`src/rtl/mem_arbiter.sv`:
```
// Two-port round-robin arbiter for a single-port synchronous byte memory,
// with an owner lock for atomic sequences and an idle-owner lock timeout.
module mem_arbiter #(
    parameter int unsigned ADDR_W   = 8,
    parameter int unsigned DATA_W   = 8,
    parameter int unsigned LOCK_MAX = 16
) (
    input  logic              clk,
    input  logic              rst,
    input  logic              a_req,
    input  logic              a_we,
    input  logic              a_lock,
    input  logic [ADDR_W-1:0] a_addr,
    input  logic [DATA_W-1:0] a_wdata,
    output logic              a_gnt,
    output logic              a_rvalid,
    output logic [DATA_W-1:0] a_rdata,
    input  logic              b_req,
    input  logic              b_we,
    input  logic              b_lock,
    input  logic [ADDR_W-1:0] b_addr,
    input  logic [DATA_W-1:0] b_wdata,
    output logic              b_gnt,
    output logic              b_rvalid,
    output logic [DATA_W-1:0] b_rdata,
    output logic              mem_en,
    output logic              mem_we,
    output logic [ADDR_W-1:0] mem_addr,
    output logic [DATA_W-1:0] mem_wdata,
    input  logic [DATA_W-1:0] mem_rdata,
    output logic              lock_timeout
);

    localparam int unsigned CNT_W = (LOCK_MAX > 0) ? $clog2(LOCK_MAX + 1) : 1;

    typedef enum logic [1:0] {
        ST_IDLE   = 2'd0,
        ST_LOCK_A = 2'd1,
        ST_LOCK_B = 2'd2
    } state_e;

    state_e             state_q, state_d;
    logic               last_b_q, last_b_d;
    logic [CNT_W-1:0]   idle_cnt_q, idle_cnt_d;
    logic               a_rvalid_q, a_rvalid_d;
    logic               b_rvalid_q, b_rvalid_d;
    logic               lock_timeout_q, lock_timeout_d;
    logic               idle_hit;

    // State register
    always_ff @(posedge clk) begin
        if (rst) begin
            state_q        <= ST_IDLE;
            last_b_q       <= 1'b1;
            idle_cnt_q     <= '0;
            a_rvalid_q     <= 1'b0;
            b_rvalid_q     <= 1'b0;
            lock_timeout_q <= 1'b0;
        end else begin
            state_q        <= state_d;
            last_b_q       <= last_b_d;
            idle_cnt_q     <= idle_cnt_d;
            a_rvalid_q     <= a_rvalid_d;
            b_rvalid_q     <= b_rvalid_d;
            lock_timeout_q <= lock_timeout_d;
        end
    end

    // The lock owner has now been idle for LOCK_MAX consecutive cycles
    assign idle_hit = (LOCK_MAX != 0) && (idle_cnt_q == CNT_W'(LOCK_MAX - 1));

    // Next-state logic
    always_comb begin
        state_d        = state_q;
        last_b_d       = last_b_q;
        idle_cnt_d     = idle_cnt_q;
        a_rvalid_d     = a_gnt && !a_we;
        b_rvalid_d     = b_gnt && !b_we;
        lock_timeout_d = 1'b0;

        if (a_gnt) begin
            last_b_d = 1'b0;
        end else if (b_gnt) begin
            last_b_d = 1'b1;
        end

        case (state_q)
            ST_IDLE: begin
                idle_cnt_d = '0;
                if (a_gnt && a_lock) begin
                    state_d = ST_LOCK_A;
                end else if (b_gnt && b_lock) begin
                    state_d = ST_LOCK_B;
                end
            end
            ST_LOCK_A: begin
                if (a_gnt) begin
                    idle_cnt_d = '0;
                    if (!a_lock) begin
                        state_d = ST_IDLE;
                    end
                end else if (idle_hit) begin
                    state_d        = ST_IDLE;
                    idle_cnt_d     = '0;
                    lock_timeout_d = 1'b1;
                end else if (LOCK_MAX != 0) begin
                    idle_cnt_d = idle_cnt_q + CNT_W'(1);
                end
            end
            ST_LOCK_B: begin
                if (b_gnt) begin
                    idle_cnt_d = '0;
                    if (!b_lock) begin
                        state_d = ST_IDLE;
                    end
                end else if (idle_hit) begin
                    state_d        = ST_IDLE;
                    idle_cnt_d     = '0;
                    lock_timeout_d = 1'b1;
                end else if (LOCK_MAX != 0) begin
                    idle_cnt_d = idle_cnt_q + CNT_W'(1);
                end
            end
            default: begin
                state_d    = ST_IDLE;
                idle_cnt_d = '0;
            end
        endcase
    end

    // Grant decision and memory-side mux; grants land on mem_* in the request cycle
    always_comb begin
        a_gnt     = 1'b0;
        b_gnt     = 1'b0;
        mem_we    = 1'b0;
        mem_addr  = '0;
        mem_wdata = '0;

        if (!rst) begin
            case (state_q)
                ST_IDLE: begin
                    if (a_req && b_req) begin
                        a_gnt = last_b_q;
                        b_gnt = !last_b_q;
                    end else begin
                        a_gnt = a_req;
                        b_gnt = b_req;
                    end
                end
                ST_LOCK_A: a_gnt = a_req;
                ST_LOCK_B: b_gnt = b_req;
                default: ;
            endcase
        end

        mem_en = a_gnt | b_gnt;
        if (a_gnt) begin
            mem_we    = a_we;
            mem_addr  = a_addr;
            mem_wdata = a_wdata;
        end else if (b_gnt) begin
            mem_we    = b_we;
            mem_addr  = b_addr;
            mem_wdata = b_wdata;
        end
    end

    assign a_rvalid     = a_rvalid_q;
    assign b_rvalid     = b_rvalid_q;
    assign a_rdata      = mem_rdata;
    assign b_rdata      = mem_rdata;
    assign lock_timeout = lock_timeout_q;

endmodule

```
`config.mk`:
```
export PLATFORM = sky130hd
export DESIGN_NAME = mem_arbiter
export DESIGN_NICKNAME = d
export VERILOG_FILES = /design/src/rtl/mem_arbiter.sv
export SDC_FILE = /design/constraint.sdc
export NUM_CORES = 1
export LEC_CHECK = 0
export ABC_AREA = 1
export CAP_MARGIN = 20
export CORE_ASPECT_RATIO = 1.75
export CORE_MARGIN = 2
export CORE_UTILIZATION = 28
export DETAILED_ROUTE_END_ITERATION = 8
export PLACE_DENSITY_LB_ADDON = 0.05
export SLEW_MARGIN = 30
export SYNTH_ARGS = -nofsm -noshare
export SYNTH_HDL_FRONTEND = slang
export SYNTH_SLANG_ARGS = --single-unit
```
`constraint.sdc`:
```
create_clock -name clk -period 1.3 [get_ports clk]
set_input_delay 0.195 -clock clk [delete_from_list [all_inputs] [get_ports clk]]
set_output_delay 0.195 -clock clk [all_outputs]
set_load 0.02 [all_outputs]
```
==> flow_summary.ini <==
[synth]
synth-seq-cells = 11
synth.most_common_cell = nand2_1
synth_edf_count = 0
synthFlopType = dfxtp_1
syn_nets = 210
synth_top_area_share_pct = 22.56
synthCells = 157
ys_types = 23
synthTopCellsByCount = nand2_1, buf_4, inv_1
async_reset_ff_share_pct = 0
synth-warning-count = 0
synth_top_area_cell = dfxtp_1
avgSynthCellArea_um2 = 6.216
syn_area_um2 = 975.9
ys_seq_area_share_pct = 22.56
synth_area_leaders = dfxtp_1, nand2_1, buf_4, ha_1, inv_1

[sta]
worst_slack_ns = -0.4827
timing.fmax_ghz = 0.5610
final.period_utilization_pct = 137.1
worst_clock_skew_ns = 0.005434
finalCriticalPeriod_ns = 1.783
worst_slew_pin_slew_ns = 0.2478
maxSlewViolCount = 0
final_hold_viol_count = 0
setup_viol = 24
rsz0062_at_grt = yes
maxSlewHeadroom_pct = 83.45

[pwr]
peakVddDrop_mv = 1.121
powerDensity_nw_per_um2 = 1069
finalPower_mw = 2.385
p_leak_nw = 1.011

[routing]
drt-pass1-iter-count = 4
post_drt_wl_per_cell_um = 12.15
ant_nets = 0
wl_um = 3403
avgViaCountPerCell = 4.579
drc = 0
dr.first_iter.drc_count = 8
vias = 1282

[critical_path]
crit_required_ns = 1.11
crit_type = reg2out
start_kind = register
crit_path_end_kind = primary output
cp_max_fo = 6
cp.arrival_ns = 1.59

[clock_network]
cts_sinks = 11
cts_buffers = 3
cts_tree = done
cts_root_buf = clkbuf_8
htree_levels = 1
insertion_delay_ns = 0.23
ctsHoldBuffers = 0
clk_pin_slew_ns = 0.05
clk_path_buf_depth = 2

[die]
die_x_um = 48.63
initial_core_util_pct = 29.02
die_area_um2 = 3993
coreArea_um2 = 3363
die_y_um = 82.10
ioPinCount = 87
num_rows = 28

[cells_and_area]
fin_util_pct = 66.33
multi_input_area_um2 = 853.3
drive_above_1_share_pct = 50.64
syn2layout_area_growth_pct = 128.6
num_antenna_cells = 0
regArea_um2 = 227.7
final_nets = 289
fillers = 294

[place]
dp_hpwl_um = 2615
portBuffers = 62
gp_congestion = 0.7981

[hold_path]
min_path_type = in2out

[outcome]
violations = setup timing
status = complete, but fails checks

[global_route]
grt_pass1_vias = 1268
grt_overflow = 0
grt_usage_pct = 16.25
grt_pass1_wl_um = 5292
grt_max_degree = 10
antenna_found_initial = 0

[job]
maxCapViolations = 0
==> sequential cells by signal (all words and copies together), names as in the netlist <==
signal        flops
a_rvalid          1
idle_cnt_q        5
lock_timeout      1
b_rvalid          1
last_b_q          1
state_q           2
==> cell families after synthesis <==
kind of cell / after synthesis / share of synthesized area [%]
AO/OA/AOI/OAI: 23 / 12.18
XOR/XNOR: 2 / 1.795
adder cells (fa/ha/maj): 5 / 6.410
buffers and inverters: 36 / 21.67
flip-flops: 11 / 22.56
AND/OR/NAND/NOR: 80 / 35.39
==> cells in the final DEF (no fill, tap or decap), types with 3 or more instances in the layout <==
cell / netlist / layout
nand4_1: 5 / 5
clkdlybuf4s50_1: 0 / 36
buf_6: 1 / 20
nand2_1: 50 / 25
a21oi_1: 5 / 3
dlygate4sd2_1: 0 / 4
nor2_1: 14 / 10
nand2_4: 1 / 3
buf_4: 17 / 24
nor2_2: 2 / 4
o21ai_1: 8 / 5
nand3_1: 4 / 3
nand2_2: 1 / 23
o21ai_4: 0 / 11
dfxtp_1: 11 / 9
clkbuf_8: 0 / 3
inv_1: 15 / 9
buf_8: 0 / 3
ha_4: 0 / 3
==> report_power, final <==
part | switching (mW) | leakage [nW] | internal (mW)
clock network | 0.123 | 0.0228 | 0.215
registers | 0.0326 | 0.0907 | 0.370
logic | 0.796 | 0.898 | 0.848
total | 0.951 | 1.01 | 1.43
==> area by class of cell <==
class | count | area share (%)
inverters | 16 | 3.702
flip-flops and latches | 11 | 10.21
well taps | 45 | 2.524
multi-input cells | 110 | 38.25
repair buffers | 94 | 43.30
clock buffers | 4 | 2.019
==> what timing repair did <==
action,4_1_cts,5_1_grt
gates resized for setup,145,41
cloned,0,2
pin swaps,2,7
setup buffers,2,3
setup endpoints to repair,32,29
==> routing by layer <==
layer	vias up	track usage, %	share of wire (%)
met3	4	4.676	5.8
met2	55	32.60	57
met4	0	4.857	1.3
met1	578	15.86	36
met5	-	0	0
li1	645	-	-
==> critical path, cell delays in order, from the launching register on <==
cell,delay (ns)
dfxtp_4,0.36
inv_6,0.07
ha_4,0.15
nand2_2,0.07
nand2_4,0.09
nand2_8,0.09
buf_6,0.13
nand2_4,0.05
nor3b_4,0.18
buf_6,0.14
==> stage by stage <==
| step | instances | instance area, µm² | setup slack [ns] | TNS (ns) | hold WS (ns) |
|---|---|---|---|---|---|
| floorplan | 157 | 1147 | -0.1861 | -2.886 | 0.2567 |
| global placement | 269 | 1876 | -0.9512 | -20.99 | 0.3902 |
| detailed placement | 269 | 1876 | -0.9668 | -21.28 | 0.3902 |
| CTS | 275 | 2014 | -0.4891 | -9.612 | 0.3902 |
| global route | 280 | 2231 | -0.5730 | -11.08 | 0.3902 |
| finish | 280 | 2231 | -0.4827 | -9.258 | 0.3901 |
==> final timing paths <==
path | start | end | slack [ns] | cells past startpoint
max reg2reg | state_q[1] | state_q[1] | -0.29 | 12
min | mem_rdata[2] | a_rdata[2] | 0.39 | 0
min reg2reg | idle_cnt_q[4] | lock_timeout | 0.48 | 1
max | state_q[1] | mem_we | -0.48 | 9
Note: power is estimated with default switching activity, not from simulation.
